--- config.mk ---
export PLATFORM = sky130hd
export DESIGN_NAME = rad_sweep_gen
export DESIGN_NICKNAME = d
export VERILOG_FILES = /design/src/rtl/rad_sweep_gen.sv
export SDC_FILE = /design/constraint.sdc
export NUM_CORES = 1
export LEC_CHECK = 0
export ABC_CLOCK_PERIOD_IN_PS = 2900
export BUFFER_PORTS_ARGS = -buffer_cell sky130_fd_sc_hd__buf_2
export CAP_MARGIN = 20
export CORE_ASPECT_RATIO = 0.9
export CORE_UTILIZATION = 50
export CTS_CLUSTER_SIZE = 16
export DETAILED_ROUTE_END_ITERATION = 10
export PLACE_DENSITY = 0.77
export SETUP_SLACK_MARGIN = 0.4
export SLEW_MARGIN = 10
export SYNTH_ARGS = -nofsm -noshare
export SYNTH_HDL_FRONTEND = slang
export SYNTH_SLANG_ARGS = --single-unit
export TNS_END_PERCENT = 50
--- constraint.sdc ---
create_clock -name clock -period 2.9 [get_ports clock]
set_clock_uncertainty 0.1 [all_clocks]
set_input_delay 0.435 -clock clock [delete_from_list [all_inputs] [get_ports clock]]
set_output_delay 0.435 -clock clock [all_outputs]
set_load 0.02 [all_outputs]
--- src/rtl/rad_sweep_gen.sv ---
// Radian sweep generator feeding the CORDIC input FIFO: start_angle + k*step for count samples.
// Optional range folding into [-PI, PI] is enabled by defining RAD_SWEEP_WRAP_EN.
module rad_sweep_gen #(
   parameter int COUNT_W       = 16,
   parameter int CORDIC_PI     = 51471,
   parameter int CORDIC_TWO_PI = 102943
) (
   input  logic               clock,
   input  logic               reset_n,
   input  logic               start,
   input  logic [31:0]        start_angle,
   input  logic [31:0]        step,
   input  logic [COUNT_W-1:0] count,
   output logic               busy,
   output logic               done,
   output logic               out_wr_en,
   input  logic               out_full,
   output logic [31:0]        out_din
);

`ifdef RAD_SWEEP_WRAP_EN
   localparam bit WRAP_EN = 1'b1;
`else
   localparam bit WRAP_EN = 1'b0;
`endif

   localparam logic signed [32:0] PI_33     = 33'(CORDIC_PI);
   localparam logic signed [32:0] NEG_PI_33 = -33'(CORDIC_PI);
   localparam logic signed [32:0] TWO_PI_33 = 33'(CORDIC_TWO_PI);

   typedef enum logic [1:0] {
      ST_IDLE = 2'd0,
      ST_RUN  = 2'd1,
      ST_DONE = 2'd2
   } state_e;

   state_e             state_q, state_d;
   logic [31:0]        angle_q, angle_d;
   logic [31:0]        step_q, step_d;
   logic [COUNT_W-1:0] remaining_q, remaining_d;

   logic signed [32:0] sum_s;
   logic [31:0]        next_angle_s;
   logic               wr_s;

   assign sum_s = $signed({angle_q[31], angle_q}) + $signed({step_q[31], step_q});

   // Next sample: plain two's-complement wrap, or a single +/-2*PI fold when enabled
   always_comb begin
      next_angle_s = sum_s[31:0];
      if (!WRAP_EN) begin
         next_angle_s = sum_s[31:0];
      end else if (sum_s > PI_33) begin
         next_angle_s = 32'(sum_s - TWO_PI_33);
      end else if (sum_s < NEG_PI_33) begin
         next_angle_s = 32'(sum_s + TWO_PI_33);
      end else begin
         next_angle_s = sum_s[31:0];
      end
   end

   // State and operand registers
   always_ff @(posedge clock or negedge reset_n) begin
      if (!reset_n) begin
         state_q     <= ST_IDLE;
         angle_q     <= 32'd0;
         step_q      <= 32'd0;
         remaining_q <= {COUNT_W{1'b0}};
      end else begin
         state_q     <= state_d;
         angle_q     <= angle_d;
         step_q      <= step_d;
         remaining_q <= remaining_d;
      end
   end

   // Next-state logic; a write happens in RUN on every cycle the FIFO is not full
   always_comb begin
      state_d     = state_q;
      angle_d     = angle_q;
      step_d      = step_q;
      remaining_d = remaining_q;
      wr_s        = 1'b0;
      case (state_q)
         ST_IDLE: begin
            if (start) begin
               if (count != {COUNT_W{1'b0}}) begin
                  angle_d     = start_angle;
                  step_d      = step;
                  remaining_d = count;
                  state_d     = ST_RUN;
               end else begin
                  state_d = ST_DONE;
               end
            end else begin
               state_d = ST_IDLE;
            end
         end
         ST_RUN: begin
            if (!out_full) begin
               wr_s        = 1'b1;
               angle_d     = next_angle_s;
               remaining_d = remaining_q - {{(COUNT_W-1){1'b0}}, 1'b1};
               if (remaining_q == {{(COUNT_W-1){1'b0}}, 1'b1}) begin
                  state_d = ST_DONE;
               end else begin
                  state_d = ST_RUN;
               end
            end else begin
               state_d = ST_RUN;
            end
         end
         ST_DONE: begin
            state_d = ST_IDLE;
         end
         default: begin
            state_d = ST_IDLE;
         end
      endcase
   end

   // Outputs decode straight from the state register so reset clears them at once
   assign busy      = (state_q != ST_IDLE);
   assign done      = (state_q == ST_DONE);
   assign out_wr_en = wr_s;
   assign out_din   = (state_q == ST_RUN) ? angle_q : 32'd0;

endmodule

# After elaboration in Yosys (flattened, before gate mapping)
# Index checks and enable logic that the tools add are counted.
# W data, S select, Z words.
[word_totals]
regBits = 82
input_bits = 84
out_inout_bits = 35
elab_cells = 34
[classes]
n_addsub = 2
eq_ne = 6
n_mux = 16
n_reduce_logical = 6
[op_table]
columns = ["cell", "count"]
rows = [
  ["$mux W32", 4],
  ["$pmux W32 S2", 1],
  ["$mux W16", 3],
  ["$add A32 B32 Y32", 1],
  ["$pmux W16 S2", 1],
  ["$eq A16 B1 Y1 const B", 1],
  ["$reduce_bool A16 Y1", 1],
  ["$sub A16 B1 Y16 const B", 1],
  ["$mux W2", 4],
  ["$ne A2 B2 Y1 const B", 3],
  ["$pmux W2 S2", 1],
  ["$reduce_and A4 Y1", 1],
  ["$reduce_bool A2 Y1", 2],
  ["$reduce_and A3 Y1", 1],
  ["$eq A2 B1 Y1 const B", 1],
  ["$eq A2 B2 Y1 const B", 1],
  ["$logic_not A2 Y1", 1],
  ["$mux W1", 2],
]

# Logic depth before layout (Yosys ltp)
[depth]
ltp_word = 4
depth_mapped = 10
ltp_nobuf = 10

# Worst setup path after synthesis
# No wires, ideal clock.
[synth_path]
kind = "reg2reg"
start = "reg angle_q[0]"
end = "reg angle_q[28]"
setup_ns = 0.122
arrival_ns = 2.526
t_required_ns = 2.678
path_slack_ns = 0.153
stages_incl_launch_ff = 11
path_buffers = 0
synth_period_minus_slack_ns = 2.747
path_cell_list = "dfrtp_1 -> ha_1 -> fa_1 -> a21o_1 -> a22oi_1 -> o21ai_1 -> a311oi_2 -> o21ai_2 -> a31oi_1 -> mux2i_1 -> nand2_1"
[synth_via]
elab_chain_len = 3
[synth_rtl]
columns = ["item", "line_no", "source"]
rows = [
  ["start: declaration", "38", "logic [31:0] angle_q, angle_d;"],
  ["start signal: assignment", "71", "angle_q <= angle_d;"],
  ["$add A32 B32 Y32", "46", "assign sum_s = $signed({angle_q[31], angle_q}) + $signed({step_q[31], step_q});"],
  ["$mux W32", "100", "if (!out_full) begin"],
  ["$pmux W32 S2", "84", "case (state_q)"],
]
# Every way passes these cells. The select of a mux whose other input is x is not followed.
# A chain may end at the register's enable or synchronous reset.

# Final worst setup path
[layout_path]
start = "reg step_q[0]"
end = "reg angle_q[24]"
[layout_via]
elab_chain_len = 3
[layout_rtl]
columns = ["item", "line_no", "source"]
rows = [
  ["start: declaration", "39", "logic [31:0] step_q, step_d;"],
  ["start signal: assignment", "72", "step_q <= step_d;"],
  ["$add A32 B32 Y32", "46", ""],
  ["$mux W32", "100", ""],
  ["$pmux W32 S2", "84", ""],
]
# Every way passes these cells. The select of a mux whose other input is x is not followed.

==> run summary <==
The biggest area contributor in the post-synthesis netlist is sky130_fd_sc_hd__dfrtp_1. STA classifies the critical path startpoint as a flop. Setup violations remaining at the end of the flow were counted as 0. The number of sinks driven by the clock tree came out at 82. The top cell types in the final layout, fill and taps aside, are 117 x sky130_fd_sc_hd__buf_2, 80 x sky130_fd_sc_hd__dfrtp_1, 75 x sky130_fd_sc_hd__a21oi_1.

The max-slew violation count was 0; the initial cell density of the core was 51.4%. The core region is 10900 µm². In the routed design, unresolved DRC markers number 0. Relative to the synthesized area, the layout overhead comes to 24.2%.

The flow ran to the end, but the final reports show violations. The tools report the max-slew headroom at the worst pin as 58.2%. The cell with the largest stage delay on the worst path was sky130_fd_sc_hd__dfrtp_1. In the post-synthesis netlist, the biggest area contributors are sky130_fd_sc_hd__dfrtp_1 37%, sky130_fd_sc_hd__ha_1 7.4%, sky130_fd_sc_hd__a21oi_1 6.9%. STA classifies the critical path endpoint as a flop. Setup repair after global routing could not meet its margin everywhere. The later-pin clock latency in the skew report is 0.35 ns.

The first global-routing pass estimated 25000 µm of wire. The arrival time of the worst setup path is 2.81 ns. Leaving out fill and tap cells, the most frequent cell in the layout is sky130_fd_sc_hd__buf_2. For this design the ratio of total power to cell area is 1260 nW/µm². At the end of the flow, the number of nets in the layout was 877. The H-tree was split into 3 levels. The share of the Yosys chip area taken by registers is 36.8%. The number of hold violations in the final report is 1.

The type of the worst setup path is flop to flop. During I/O placement, the number of pins put on the boundary was 119. After layout, the worst setup slack is 0.218 ns. The number of placed instances, taps included, is 893. Max capacitance violation total: 0. Synthesis handed over a netlist of 648 instances. Timing would allow up to 373 MHz. Summed over all failing endpoints, the final setup total negative slack is 0 ns. The routed design has 15600 µm of wire.

The portion of synthesized cell area occupied by the leading cell type works out to 36.8%. The die is 113 µm wide. Cells with a size suffix above 1 make up 25.2% of the layout.

The final route contains 5372 vias. For the pin with the worst max-slew slack, the measured transition is 0.621 ns. The run gives 9 as the CTS buffer count. Subtracting the final worst setup slack from the clock period gives 2.68 ns. The most used flip-flop cell after synthesis is sky130_fd_sc_hd__dfrtp_1. The signal on the critical path passes through ha_2 > fa_2 > a21o_1 > a22oi_2 > o21ai_2 > a311oi_2 > o21ai_2 > a31oi_4 > xor2_1 > o21ai_1.

The final reports fail on hold timing. The die is 102 µm tall. For this design the static power due to leakage is 3.10 nW. The clock transition at the register clock pins on the worst setup and hold paths after CTS was 0.06 ns. The global placer's final weighted congestion is 0.921. Global routing used 27.7% of the available tracks across all layers. Before antenna repair, the detailed router went through 4 iterations. The cell that appears most often on the critical path is sky130_fd_sc_hd__o21ai_2. The number of antenna violations at the first check in global routing is 0, and the post-DP HPWL is 11000 µm.

The final-layout worst hold slack is -0.000607 ns. The count of yosys warnings during synthesis is 0, and the count of flip-flops with a built-in enable after synthesis is 0. The number of synthesized register bits is 82. Total placed instance area: 6430 µm². For the final antenna-violating net count, the log shows 0. The floorplan step defined a die boundary enclosing 11600 µm². The synthesized area divided by synthesized cell count came out at 8.61 µm². The tools report the synthesized netlist net count as 766. In this run the worst hold path is classified as input port to async pin. Summing internal, switching and leakage power gives 8.73 mW. TritonCTS built the clock tree. After global routing the overflow that remains totals 0. The clock passes through at most 2 buffers. The post-synthesis instance area is 5580 µm².

For this run, asynchronously set or reset flops after synthesis account for 100%. The count of buffers added on input and output ports is 118. The finished layout holds 915 standard cells, fillers aside. Row generation in the floorplan step produced 36 rows.

After the first detailed-routing iteration, the DRC count stood at 280. Entering global routing, the biggest net connects 70 pins. Dividing the detail-routed via count by the number of cells gives 5.87.

Largest stage delay on the critical path: 0.38 ns. VDD sags by at most 552 µV. The average detailed-routed wire length per instance is 17.0 µm. For the worst setup path, the data required time is 3.03 ns. Cell at the root of the clock tree: sky130_fd_sc_hd__clkbuf_16. The number of antenna diodes in the final layout is 0.

The final cycle utilization of the critical path works out to 92.5%. The post-placement worst setup slack came out at 0.161 ns. The final design utilization was 63.8%; the maximum fanout encountered on the critical timing path was 4. The number of distinct standard cells referenced by the synthesized netlist came out at 52.

Number of hold buffers added after CTS: 0. The tools report the summed area of non-filler cells in the final layout as 6930 µm². The via count of the first global-routing pass was 5102.
cells by family after synthesis:
kind of cell	Yosys count	share of synthesized area (%)
AOI/OAI and AO/OA	197	21.0
xor gates and xnor gates	27	4.24
adders and majority gates	34	7.76
buffers and inverters	49	3.30
DFF	82	36.8
muxes	35	7.00
and+or+nand+nor	224	19.9
final cells by class:
class	instances	area [µm²]
fillers	902	3930
multi-input cells	517	3550
flip-flops and latches	82	2050
repair buffers	139	801
clock buffers	14	284
well taps	152	190
inverters	10	37.5
clock inverters	1	7.51
power by group:
part / leakage [nW] / internal (mW) / switching [mW]
clock: 0.141 / 0.670 / 0.468
combinational: 1.99 / 2.38 / 3.08
sequential: 0.962 / 1.66 / 0.474
total: 3.10 / 4.70 / 4.02
critical path, delay by kind of cell (launching register included):
kind | cells | cell delay (ns)
AOI/OAI and AO/OA | 7 | 1.28
adders and majority gates | 2 | 0.57
DFF | 1 | 0.38
xor gates and xnor gates | 1 | 0.21
final timing paths:
kind                                             from                           to  slack [ns]  cells past startpoint
hold reg to reg            remaining_q[8]$_DFFE_PN0P_   remaining_q[8]$_DFFE_PN0P_        0.40                      2
hold / removal                                reset_n  remaining_q[12]$_DFFE_PN0P_     -0.0006                      1
max in group asynchronous                     reset_n         state_q[1]$_DFF_PN0_        1.98                      2
setup reg to reg                step_q[0]$_DFFE_PN0N_      angle_q[24]$_DFFE_PN0P_        0.22                     10
min in group clock                           step[25]       step_q[25]$_DFFE_PN0N_        0.20                      2
setup / recovery                step_q[0]$_DFFE_PN0N_      angle_q[24]$_DFFE_PN0P_        0.22                     10
Yosys cell counts (14+ instances only):
cell,n
sky130_fd_sc_hd__xnor2_1,15
sky130_fd_sc_hd__and2_1,33
sky130_fd_sc_hd__and3_1,16
sky130_fd_sc_hd__nand2_1,57
sky130_fd_sc_hd__clkbuf_1,39
sky130_fd_sc_hd__dfrtp_1,82
sky130_fd_sc_hd__o21ai_1,48
sky130_fd_sc_hd__a21o_1,14
sky130_fd_sc_hd__ha_1,33
sky130_fd_sc_hd__nor2_1,56
sky130_fd_sc_hd__mux2_1,32
sky130_fd_sc_hd__nor3_1,15
sky130_fd_sc_hd__a21oi_1,77
per-layer routing:
metal  vias up  routed length, µm  GRT usage, %
met3        22                884          5.69
met1      2618               7020          36.7
met5         -                  0             0
met2       184               7450          45.7
li1       2548                  -             -
met4         0                217          8.70
repair_timing:
action                                  4_1_cts  5_1_grt
pin swaps                                    15        5
buffers inserted                              5        2
endpoints found under the setup margin       16       20
gates resized for setup                      13        9
sequential cells by signal, summed over array words and instances (netlist names):
name / count
step_q: 32
state_q: 2
angle_q: 32
remaining_q: 16
(Power assumes the default switching activity.)
